--- src/rtl/mc_control_fsm.sv ---
// Multi-cycle control FSM for the MIPS-subset core: sequences FETCH/DECODE/EXEC/MEM/WB
// with a ready handshake to memory, drives the datapath strobes and traps on timeouts.
module mc_control_fsm #(
    parameter int OPC_W    = 6,
    parameter int FUNC_W   = 6,
    parameter int ALU_OP_W = 4,
    parameter int MAX_WAIT = 15
) (
    input  logic                clk,
    input  logic                rst,
    input  logic [OPC_W-1:0]    inst,
    input  logic [FUNC_W-1:0]   func,
    input  logic                mem_ready,
    output logic [FUNC_W-1:0]   func_q,
    output logic                pc_write,
    output logic                ir_write,
    output logic                mem_read,
    output logic                mem_write_en,
    output logic                mem_byte,
    output logic [1:0]          reg_dst,
    output logic [1:0]          mem_to_reg,
    output logic                alu_src,
    output logic [ALU_OP_W-1:0] alu_op,
    output logic                branch,
    output logic [2:0]          branch_cond,
    output logic                jump,
    output logic                reg_write,
    output logic                illegal,
    output logic                bus_err,
    output logic                busy
);

    localparam int CNT_W = (MAX_WAIT < 2) ? 1 : $clog2(MAX_WAIT);
    // Last wait-counter value before the watchdog fires.
    localparam logic [CNT_W-1:0] CNT_LAST = CNT_W'(MAX_WAIT - 1);

    localparam logic [OPC_W-1:0] OP_RTYPE = OPC_W'(6'h00);
    localparam logic [OPC_W-1:0] OP_BGEZ  = OPC_W'(6'h01);
    localparam logic [OPC_W-1:0] OP_J     = OPC_W'(6'h02);
    localparam logic [OPC_W-1:0] OP_JAL   = OPC_W'(6'h03);
    localparam logic [OPC_W-1:0] OP_BEQ   = OPC_W'(6'h04);
    localparam logic [OPC_W-1:0] OP_BNE   = OPC_W'(6'h05);
    localparam logic [OPC_W-1:0] OP_BLEZ  = OPC_W'(6'h06);
    localparam logic [OPC_W-1:0] OP_BGTZ  = OPC_W'(6'h07);
    localparam logic [OPC_W-1:0] OP_ADDI  = OPC_W'(6'h08);
    localparam logic [OPC_W-1:0] OP_ADDIU = OPC_W'(6'h09);
    localparam logic [OPC_W-1:0] OP_SLTI  = OPC_W'(6'h0A);
    localparam logic [OPC_W-1:0] OP_ANDI  = OPC_W'(6'h0C);
    localparam logic [OPC_W-1:0] OP_ORI   = OPC_W'(6'h0D);
    localparam logic [OPC_W-1:0] OP_XORI  = OPC_W'(6'h0E);
    localparam logic [OPC_W-1:0] OP_LUI   = OPC_W'(6'h0F);
    localparam logic [OPC_W-1:0] OP_LB    = OPC_W'(6'h20);
    localparam logic [OPC_W-1:0] OP_LW    = OPC_W'(6'h23);
    localparam logic [OPC_W-1:0] OP_SB    = OPC_W'(6'h28);
    localparam logic [OPC_W-1:0] OP_SW    = OPC_W'(6'h2B);

    localparam logic [ALU_OP_W-1:0] ALU_ADD  = ALU_OP_W'(3'd0);
    localparam logic [ALU_OP_W-1:0] ALU_SUB  = ALU_OP_W'(3'd1);
    localparam logic [ALU_OP_W-1:0] ALU_AND  = ALU_OP_W'(3'd2);
    localparam logic [ALU_OP_W-1:0] ALU_OR   = ALU_OP_W'(3'd3);
    localparam logic [ALU_OP_W-1:0] ALU_XOR  = ALU_OP_W'(3'd4);
    localparam logic [ALU_OP_W-1:0] ALU_SLT  = ALU_OP_W'(3'd5);
    localparam logic [ALU_OP_W-1:0] ALU_LUI  = ALU_OP_W'(3'd6);
    localparam logic [ALU_OP_W-1:0] ALU_FUNC = ALU_OP_W'(3'd7);

    typedef enum logic [2:0] {
        S_FETCH, S_DECODE, S_EXEC, S_MEM, S_WB, S_TRAP
    } state_t;

    typedef enum logic [2:0] {
        C_RTYPE, C_IALU, C_LOAD, C_STORE, C_BRANCH, C_JUMP, C_JAL, C_BAD
    } cls_t;

    function automatic cls_t op_class(input logic [OPC_W-1:0] op);
        case (op)
            OP_RTYPE:                                   op_class = C_RTYPE;
            OP_ADDI, OP_ADDIU, OP_SLTI, OP_ANDI,
            OP_ORI, OP_XORI, OP_LUI:                    op_class = C_IALU;
            OP_LB, OP_LW:                               op_class = C_LOAD;
            OP_SB, OP_SW:                               op_class = C_STORE;
            OP_BGEZ, OP_BEQ, OP_BNE, OP_BLEZ, OP_BGTZ:  op_class = C_BRANCH;
            OP_J:                                       op_class = C_JUMP;
            OP_JAL:                                     op_class = C_JAL;
            default:                                    op_class = C_BAD;
        endcase
    endfunction

    function automatic logic [ALU_OP_W-1:0] ialu_op(input logic [OPC_W-1:0] op);
        case (op)
            OP_ANDI: ialu_op = ALU_AND;
            OP_ORI:  ialu_op = ALU_OR;
            OP_XORI: ialu_op = ALU_XOR;
            OP_SLTI: ialu_op = ALU_SLT;
            OP_LUI:  ialu_op = ALU_LUI;
            default: ialu_op = ALU_ADD;
        endcase
    endfunction

    function automatic logic [2:0] br_cond(input logic [OPC_W-1:0] op);
        case (op)
            OP_BNE:  br_cond = 3'd1;
            OP_BLEZ: br_cond = 3'd2;
            OP_BGTZ: br_cond = 3'd3;
            OP_BGEZ: br_cond = 3'd4;
            default: br_cond = 3'd0;
        endcase
    endfunction

    state_t              state_r, state_s;
    logic [CNT_W-1:0]    wait_cnt_r, wait_cnt_s;
    logic [OPC_W-1:0]    op_q_r;
    logic [FUNC_W-1:0]   func_q_r;
    logic                illegal_r, bus_err_r;
    logic                set_illegal_s, set_bus_err_s;
    cls_t                cls_q_s;

    assign cls_q_s = op_class(op_q_r);

    // State, wait counter, latched instruction fields and sticky error flags.
    always_ff @(posedge clk) begin
        if (rst) begin
            state_r    <= S_FETCH;
            wait_cnt_r <= '0;
            op_q_r     <= '0;
            func_q_r   <= '0;
            illegal_r  <= 1'b0;
            bus_err_r  <= 1'b0;
        end else begin
            state_r    <= state_s;
            wait_cnt_r <= wait_cnt_s;
            if (set_illegal_s) illegal_r <= 1'b1;
            if (set_bus_err_s) bus_err_r <= 1'b1;
            if (state_r == S_DECODE) begin
                op_q_r   <= inst;
                func_q_r <= func;
            end
        end
    end

    // Next-state, watchdog and strobe decode; rst forces every output low in the same cycle.
    always_comb begin
        state_s       = state_r;
        wait_cnt_s    = wait_cnt_r;
        set_illegal_s = 1'b0;
        set_bus_err_s = 1'b0;
        func_q        = '0;
        pc_write      = 1'b0;
        ir_write      = 1'b0;
        mem_read      = 1'b0;
        mem_write_en  = 1'b0;
        mem_byte      = 1'b0;
        reg_dst       = 2'd0;
        mem_to_reg    = 2'd0;
        alu_src       = 1'b0;
        alu_op        = ALU_ADD;
        branch        = 1'b0;
        branch_cond   = 3'd0;
        jump          = 1'b0;
        reg_write     = 1'b0;
        illegal       = 1'b0;
        bus_err       = 1'b0;
        busy          = 1'b0;
        if (rst) begin
            state_s    = S_FETCH;
            wait_cnt_s = '0;
        end else begin
            func_q  = func_q_r;
            illegal = illegal_r;
            bus_err = bus_err_r;
            busy    = (state_r != S_FETCH) || (wait_cnt_r != '0);
            case (state_r)
                S_FETCH: begin
                    mem_read = 1'b1;
                    if (mem_ready) begin
                        ir_write   = 1'b1;
                        pc_write   = 1'b1;
                        state_s    = S_DECODE;
                        wait_cnt_s = '0;
                    end else if (wait_cnt_r == CNT_LAST) begin
                        state_s       = S_TRAP;
                        set_bus_err_s = 1'b1;
                        wait_cnt_s    = '0;
                    end else begin
                        wait_cnt_s = wait_cnt_r + CNT_W'(1'b1);
                    end
                end
                S_DECODE: begin
                    if (op_class(inst) == C_BAD) begin
                        state_s       = S_TRAP;
                        set_illegal_s = 1'b1;
                    end else begin
                        state_s = S_EXEC;
                    end
                end
                S_EXEC: begin
                    case (cls_q_s)
                        C_RTYPE: begin
                            alu_op  = ALU_FUNC;
                            state_s = S_WB;
                        end
                        C_IALU: begin
                            alu_op  = ialu_op(op_q_r);
                            alu_src = 1'b1;
                            state_s = S_WB;
                        end
                        C_LOAD, C_STORE: begin
                            alu_op  = ALU_ADD;
                            alu_src = 1'b1;
                            state_s = S_MEM;
                        end
                        C_BRANCH: begin
                            branch      = 1'b1;
                            alu_op      = ALU_SUB;
                            branch_cond = br_cond(op_q_r);
                            state_s     = S_FETCH;
                        end
                        C_JUMP: begin
                            jump    = 1'b1;
                            state_s = S_FETCH;
                        end
                        C_JAL: begin
                            jump       = 1'b1;
                            reg_dst    = 2'd2;
                            mem_to_reg = 2'd2;
                            reg_write  = 1'b1;
                            state_s    = S_FETCH;
                        end
                        default: begin
                            state_s       = S_TRAP;
                            set_illegal_s = 1'b1;
                        end
                    endcase
                end
                S_MEM: begin
                    mem_byte     = (op_q_r == OP_LB) || (op_q_r == OP_SB);
                    mem_read     = (cls_q_s == C_LOAD);
                    mem_write_en = (cls_q_s != C_LOAD);
                    if (mem_ready) begin
                        state_s    = (cls_q_s == C_LOAD) ? S_WB : S_FETCH;
                        wait_cnt_s = '0;
                    end else if (wait_cnt_r == CNT_LAST) begin
                        state_s       = S_TRAP;
                        set_bus_err_s = 1'b1;
                        wait_cnt_s    = '0;
                    end else begin
                        wait_cnt_s = wait_cnt_r + CNT_W'(1'b1);
                    end
                end
                S_WB: begin
                    reg_write  = 1'b1;
                    reg_dst    = (cls_q_s == C_RTYPE) ? 2'd1 : 2'd0;
                    mem_to_reg = (cls_q_s == C_LOAD) ? 2'd1 : 2'd0;
                    state_s    = S_FETCH;
                end
                S_TRAP: begin
                    state_s = S_TRAP;
                end
                default: begin
                    state_s = S_TRAP;
                end
            endcase
        end
    end

endmodule

--- config.mk ---
export PLATFORM = sky130hd
export DESIGN_NAME = mc_control_fsm
export DESIGN_NICKNAME = d
export VERILOG_FILES = /design/src/rtl/mc_control_fsm.sv
export SDC_FILE = /design/constraint.sdc
export NUM_CORES = 1
export LEC_CHECK = 0
export BUFFER_PORTS_ARGS = -buffer_cell sky130_fd_sc_hd__buf_2
export CORE_UTILIZATION = 40
export CTS_CLUSTER_DIAMETER = 40
export DETAILED_ROUTE_END_ITERATION = 12
export PLACE_DENSITY_LB_ADDON = 0.08
export SLEW_MARGIN = 20
export SYNTH_ARGS = -nofsm -noshare
export SYNTH_HDL_FRONTEND = slang
export SYNTH_SLANG_ARGS = --single-unit
--- constraint.sdc ---
create_clock -name clk -period 2.1 [get_ports clk]
set_clock_uncertainty 0.2 [all_clocks]
set_input_delay 0.42 -clock clk [delete_from_list [all_inputs] [get_ports clk]]
set_output_delay 0.42 -clock clk [all_outputs]
set_load 0.05 [all_outputs]
# After elaboration in Yosys (flattened, before gate mapping)
# Memory sizes are Yosys's and may differ from the RTL's. A register that Yosys moved wholly into a read port is not among the register bits.
# Index checks and enable logic that the tools add are counted.
word_totals:
  reg_bits: 21
  romBits: 384
  output_inout_bits: 29
  wordCells: 107
  in_bits: 15
  memories: 2
op_classes:
  n_eq_ne: 24
  n_reduce_logical: 13
  muxes: 61
  n_addsub: 1
mem_list:
  columns: ["name", "depth", "word_bits", "read_ports", "rd_clocked_by_memory_dff", "wr", "line", "source"]
  rows:
  - ["(name not given)", 64, 3, 1, 0, 0, "75", "case (op)"]
  - ["(name not given)", 64, 3, 1, 1, 0, "75", null]
op_table:
  columns: ["cell", "n"]
  rows:
  - ["3-bit two-way mux", 12]
  - ["1-bit two-way mux", 31]
  - ["6-bit by 4-bit equality test with 1-bit output, second input constant", 5]
  - ["3-bit case mux with 5 select lines", 2]
  - ["6-bit by 3-bit equality test with 1-bit output, second input constant", 3]
  - ["6-bit two-way mux", 3]
  - ["3-bit case mux with 3 select lines", 2]
  - ["3-bit equality test, second input constant", 5]
  - ["3-bit by 2-bit equality test with 1-bit output, second input constant", 4]
  - ["6-bit equality test, second input constant", 2]
  - ["3-bit case mux with 4 select lines", 1]
  - ["4-bit two-way mux", 2]
  - ["2-bit case mux with 2 select lines", 2]
  - ["2-bit OR reduction", 4]
  - ["7-bit OR reduction", 1]
  - ["3-bit by 1-bit equality test with 1-bit output, second input constant", 2]
  - ["6-bit by 1-bit equality test with 1-bit output, second input constant", 1]
  - ["3-bit zero test", 2]
  - ["2-bit two-way mux", 3]
  - ["1-bit case mux with 2 select lines", 3]
  - ["3-bit OR reduction", 2]
  - ["4-bit by 1-bit adder with 4-bit output, second input constant", 1]
  - ["4-bit equality test, second input constant", 1]
  - ["4-bit nonzero test", 1]
  - ["3 further kinds", 4]

# Depth between registers and ports, before layout
# Gate-level depths: netlist of the first run.
logic_depth:
  ltp_word: 7
  mapped_depth: 10
  depth_no_buf: 9

# Least setup slack after synthesis of the first run
# No wires, ideal clock.
synth_path:
  path_type: "input -> output"
  start: "in rst"
  end: "out mem_write_en"
  path_slack_ns: -0.882
  cell_stages: 3
  arrival_ns: 2.362
  path_buffers: 2
  required_ns: 1.480
  path_cell_list: "clkbuf_1 clkbuf_1 nor4_1"
synth_between:
  elab_chain_cells: 1
synth_lines:
  columns: ["element", "line", "source"]
  rows:
  - ["start: declaration", "10", "input logic rst,"]
  - ["1-bit two-way mux", "163", "if (rst) begin"]
  - ["end: declaration", "18", "output logic mem_write_en,"]
# Every way passes these cells.

# Worst setup path after layout of the first run
layout_path:
  start: "reg state_r[2]"
  end: "out branch_cond[2]"
layout_between:
  elab_chain_cells: 3
layout_lines:
  columns: ["element", "line", "source"]
  rows:
  - ["start: declaration", "109", "state_t state_r, state_s;"]
  - ["start signal: assignment", "129", "state_r <= state_s;"]
  - ["3-bit by 2-bit equality test with 1-bit output", "171", "case (state_r)"]
  - ["3-bit two-way mux", "171", null]
  - ["3-bit two-way mux", "163", null]
  - ["end: declaration", "25", "output logic [2:0] branch_cond,"]
# Every way passes these cells.

==> results of run 1 <==
worst paths after layout:
kind,from,end,slack [ps],cells past startpoint
max,state_r[2]$_SDFF_PP0_,branch_cond[2],-80,6
min,func[0],func_q_r[0]$_SDFFE_PP0N_,180,3
max reg2reg,state_r[2]$_SDFF_PP0_,cls_q_s[0]$_DFF_P_,-30,9
min reg2reg,func_q_r[3]$_SDFFE_PP0N_,func_q_r[3]$_SDFFE_PP0N_,250,2
layer usage:
metal  track usage  vias to the layer above
met4        0.0917                        0
li1              -                      803
met5             0                        -
met1         0.255                      746
met3        0.0286                        4
met2         0.374                       47
cell usage after synthesis, types with 2 or more instances:
cell      number  area (µm²)
o32a_1         2        20.0
a21oi_1       21         105
xor2_1         2        17.5
or3_1          2        12.5
buf_2          4        20.0
dfxtp_1       24         480
nor3_1         8        40.0
buf_4          3        22.5
inv_1          8        30.0
nor2b_1       12        75.1
a211oi_1       2        15.0
nor2_1        23        86.3
nand4_1        2        12.5
nand3b_1       4        30.0
nand2b_1       9        56.3
nor2_2         3        18.8
nand2_1       20        75.1
clkbuf_1       5        18.8
nand3_1        3        15.0
and3_1         3        18.8
ha_1           9         113
mux2i_1        7        70.1
o21ai_0        3        15.0
registers in the layout (all words and copies together) (netlist names):
| register | count |
|---|---|
| illegal_r | 1 |
| cls_q_s | 3 |
| wait_cnt_r | 4 |
| bus_err_r | 1 |
| op_q_r | 6 |
| func_q_r | 6 |
| state_r | 3 |
metrics by stage:
stage / setup TNS, ps / area (µm²)
3_3_place_gp: -380 / 2040
6_report: -228 / 2450
5_1_grt: -1110 / 2450
2_1_floorplan: -951 / 1690
4_1_cts: -118 / 2320
3_5_place_dp: -655 / 2040
what timing repair did:
action / 4_1_cts / 5_1_grt
pin swaps: 9 / 11
gates cloned: 0 / 0
resized for setup: 56 / 29
setup buffers: 4 / 4
hold buffers: 0 / 0
endpoints found under the setup margin: 14 / 20
cells by family (layout without fill, tap and decap cells):
group	after synthesis	count (layout)	share of synthesized area
simple gates	98	98	0.344
compound gates	36	36	0.144
flops	24	24	0.309
buf+inv	21	84	0.0660
fa+ha+maj	9	9	0.0724
mux	7	7	0.0451
xor+xnor	3	3	0.0169
other cells	1	1	0.00241
worst min-delay path, cell delays in order:
cell and delay (ps):
buf_2 90, nand2_1 40, a21oi_1 50
where the power goes:
group	leakage (µW)	switching (µW)	internal, µW	total, µW
logic	0.000766	334	272	606
registers	0.000201	65.0	509	574
clock network	0.0000357	143	255	397
total	0.00100	542	1040	1580
area by class of cell:
type                    instances  area (µm²)  share of cell area
multi-input cells             154        1220               0.498
flip-flops and latches         24         503               0.205
clock buffers                   3        41.3              0.0168
repair buffers                 72         567               0.231
inverters                       8        30.0              0.0122
well taps                      48        60.1              0.0245
clock inverters                 1        30.0              0.0122
cell usage in the layout, fill, tap and decap left out, types with 2 or more instances in the layout:
cell type	n
buf_4	28
and3_4	2
a21oi_2	3
nor2_4	4
a21oi_1	16
mux2i_1	5
nor3_2	2
a21oi_4	3
nand2b_4	2
nand2_1	16
buf_8	3
nor2b_2	2
nor3_1	3
nand4_1	2
inv_1	7
nand2b_1	6
dfxtp_4	4
clkbuf_8	3
nor2_1	15
nand3_1	3
nor3_4	3
ha_1	8
buf_2	24
nor2b_1	10
dfxtp_2	6
nand2_2	4
buf_6	17
nor2_2	7
o32a_1	2
nand3b_1	4
xor2_1	2
dfxtp_1	14
==> flow_summary.yaml, run 1 <==
timing:
  hold-worst-slack_ps: 181
  hold_viol: 0
  slew_violations: 0
  final.period_utilization: 1.04
  fin_crit_ps: 2180
  fin_ws_ps: -76.8
  rsz0062_at_grt: "true"
  fmax_mhz: 459
  final-setup-viol-count: 7
grt:
  grt_max_degree: 19
  grt_pass1_vias: 1558
  grt_pass1_wl_mm: 6.86
  grt_overflow: 0
  antenna_found_initial: 0
  grt_use_total: 0.213
final_layout:
  nets: 287
  nFillCells: 301
  antenna_cells: 0
  finish.utilization: 0.665
  layout-drive-gt1-share: 0.511
  stdcell_count: 310
  syn_to_final_growth_pct: 57.8
route:
  viasPerCell: 5.16
  highest_layer: "met4"
  wl_met1_mm: 1.77
  wl_met3_um: 175
  vias: 1600
  wl_per_cell_um: 13.4
  wl_met2_mm: 2.19
  drtIter0Drc: 121
  drt_wl_total_mm: 4.17
  post-route-drc-count: 0
  antenna_left: 0
  drt-pass1-iter-count: 5
power:
  power_uw: 1580
  powerDensity_nw_per_um2: 643
  leakagePower_uw: 0.00100
  ir_worst_vdd_v: 0.000392
worst_setup_path:
  cp_data_arrival_time_ps: 1560
  crit_buf_inv: 1
  end_kind: "output port"
  crit_chain: "nor2_4, nand4b_1, and4bb_2, nand2_2, nor3_4, buf_6"
  worstSetupPathType: "reg -> out"
  cp.required_ps: 1480
  start_kind: "register"
  crit_family: "simple AND/OR/NAND/NOR gates"
  critPathSlowestCell: "dfxtp_4"
  cp_slowest_stage_delay_ps: 360
  path_max_fanout: 3
placed_design:
  dp.cells: 299
  place.gp.congestion: 0.771
  portBuffers: 42
  pre_cts_slack_ps: -188
  post-dp-hpwl_mm: 3.04
synthesis:
  yosysWarnings: 0
  synth_area_um2: 1560
  synth_cell_types: 43
  postSynthCellCount: 199
  avgSynthCellArea_um2: 7.82
  syn_nets: 223
  async_flop_share: 0
  yosysSeqAreaShare: 0.309
  synth_edf_count: 0
  synth_ff_type: "dfxtp_1"
  yosys_register_bits: 24
clock_tree:
  path_clk_slew_ps: 80
  insertion_delay_ps: 270
  numCtsBuffers: 3
  htreeDepth: 1
  cts-root-buf: "clkbuf_8"
  clock_tree.buffer_depth: 2
  clkSinkCount: 24
  cts_tree: "built"
die:
  dieArea_um2: 4140
  io_pins: 44
  initial_core_util: 0.422
  core_area_um2: 3690
  rows: 22
  die_h_um: 64.4
  die_x_um: 64.4
min_path:
  hold_path.class: "in -> reg"
run_status:
  violations: "negative setup slack"
  status: "finished with violations"
job:
  maxCapViolCount: 0
No activity file was read; power rests on OpenSTA's default activity.
==> inputs of run 2 (changes only) <==
--- a/config.mk
+++ b/config.mk
@@ -6,7 +6,9 @@
 export NUM_CORES = 1
 export LEC_CHECK = 0
 export BUFFER_PORTS_ARGS = -buffer_cell sky130_fd_sc_hd__buf_2
+export CORE_MARGIN = 10
 export CORE_UTILIZATION = 40
+export CTS_BUF_LIST = sky130_fd_sc_hd__clkbuf_4
 export CTS_CLUSTER_DIAMETER = 40
 export DETAILED_ROUTE_END_ITERATION = 12
 export PLACE_DENSITY_LB_ADDON = 0.08
==> flow_summary.yaml, run 2 (synthesis results as in run 1) <==
run_status:
  status: "finished with violations"
  violations: "negative setup slack"
grt:
  antenna_found_initial: 0
  use_met3: 0.0324
  use_met2: 0.229
  grt_max_degree: 21
  grt_pass1_vias: 1634
  grtUsageMet1: 0.148
  grt_use_total: 0.129
  grt_overflow: 0
  busiest_layer: "met2"
  grt_pass1_wl_mm: 7.16
clock_tree:
  insertion_delay_ps: 330
  cts_tree: "built"
  clock_tree.buffer_depth: 2
  path_clk_slew_ps: 140
  htreeDepth: 1
  cts-root-buf: "clkbuf_4"
  numCtsBuffers: 3
  clkSinkCount: 24
die:
  rows: 22
  dieArea_um2: 6780
  io_pins: 44
  die_x_um: 82.4
  die_h_um: 82.4
  initial_core_util: 0.419
  core_area_um2: 3720
min_path:
  hold_path.class: "in -> reg"
final_layout:
  reg.largest.list: "func_q_r: 6 flops, op_q_r: 6 flops, wait_cnt_r: 4 flops"
  syn_to_final_growth_pct: 55.8
  layout-drive-gt1-share: 0.510
  finish.utilization: 0.652
  layout_common_cells: "buf_4 (25), buf_2 (24), buf_6 (19)"
  layout_commonest_cell: "buf_4"
  nets: 286
  final_area_um2: 2420
  antenna_cells: 0
power:
  ir_worst_vdd_v: 0.000377
  power_uw: 1480
  leakagePower_uw: 0.000995
  powerDensity_nw_per_um2: 611
placed_design:
  placed_area_um2: 2020
  portBuffers: 42
  post-dp-hpwl_mm: 3.39
  pre_cts_slack_ps: -193
  place.gp.congestion: 0.799
timing:
  hold_viol: 0
  slew_violations: 0
  final-setup-viol-count: 9
  fin_ws_ps: -126
  fin_crit_ps: 2230
  rsz0062_at_grt: "true"
  final.period_utilization: 1.06
  setup_tns_ps: -608
  fmax_mhz: 449
route:
  viasPerCell: 5.16
  wl_per_cell_um: 14.0
  drt-pass1-iter-count: 4
  post-route-drc-count: 0
  drt_wl_total_mm: 4.32
  vias: 1595
  antenna_left: 0
  drtIter0Drc: 64
worst_setup_path:
  cp_data_arrival_time_ps: 1610
  path_max_fanout: 3
  worstSetupPathType: "reg -> out"
  end_kind: "output port"
  start_kind: "register"
  cp.required_ps: 1480
job:
  maxCapViolCount: 0
## run 2: changes by cell type in the layout (fill, tap and decap cells not counted), moves of 3 or more
cell,before,now
buf_4,28,25
clkbuf_4,0,3
clkbuf_8,3,0
nor2_1,15,18
nor2_2,7,4
nor2b_1,10,7
## run 2: final timing paths
check,startpoint,endpoint,slack [ps],cells after the start
worst max-delay path,state_r[2]$_SDFF_PP0_,branch_cond[2],-130,6
worst min-delay path,func[0],func_q_r[0]$_SDFFE_PP0N_,100,3
worst max register to register,state_r[2]$_SDFF_PP0_,cls_q_s[0]$_DFF_P_,-80,11
worst min register to register,func_q_r[0]$_SDFFE_PP0N_,func_q_r[0]$_SDFFE_PP0N_,260,2
## run 2: final cells by class
| cell class | count | area, µm² |
|---|---|---|
| repair buffers | 71 | 567 |
| clock buffers | 3 | 22.5 |
| clock inverters | 1 | 30.0 |
| inverters | 8 | 30.0 |
| fillers | 326 | 1290 |
| multi-input cells | 154 | 1210 |
| flip-flops and latches | 24 | 505 |
| well taps | 48 | 60.1 |
## run 2: per-stage QoR
step / cells / hold WS [ps]
final: 309 / 103
after global routing: 309 / 97.8
after CTS: 306 / 95.3
after detailed placement: 296 / 246
after global placement: 296 / 238
after floorplan: 199 / 229
## run 2: per-layer routing
metal | vias to the layer above | wire [µm]
met3 | 7 | 337
met1 | 733 | 1850
li1 | 807 | -
met2 | 48 | 2070
met4 | 0 | 68
met5 | - | 0
## run 2: where the power goes
| part | internal (µW) | switching [µW] |
|---|---|---|
| registers | 509 | 62.4 |
| logic | 255 | 320 |
| clock network | 193 | 141 |
| total | 958 | 523 |
## run 2: critical path: stages, from the launching register on
cell	delay (ps)
dfxtp_4	380
nor2_4	80
nand4b_1	110
and4bb_2	360
nand2_2	70
nor3_4	110
buf_6	180
## run 2: timing repair
item                                    in CTS  in global routing
hold buffers                                 0                  0
endpoints found under the setup margin      22                 21
hold endpoints to repair                     0                  0
pin swaps                                   18                 13
resized for setup                           63                 23
buffers inserted                             6                  5
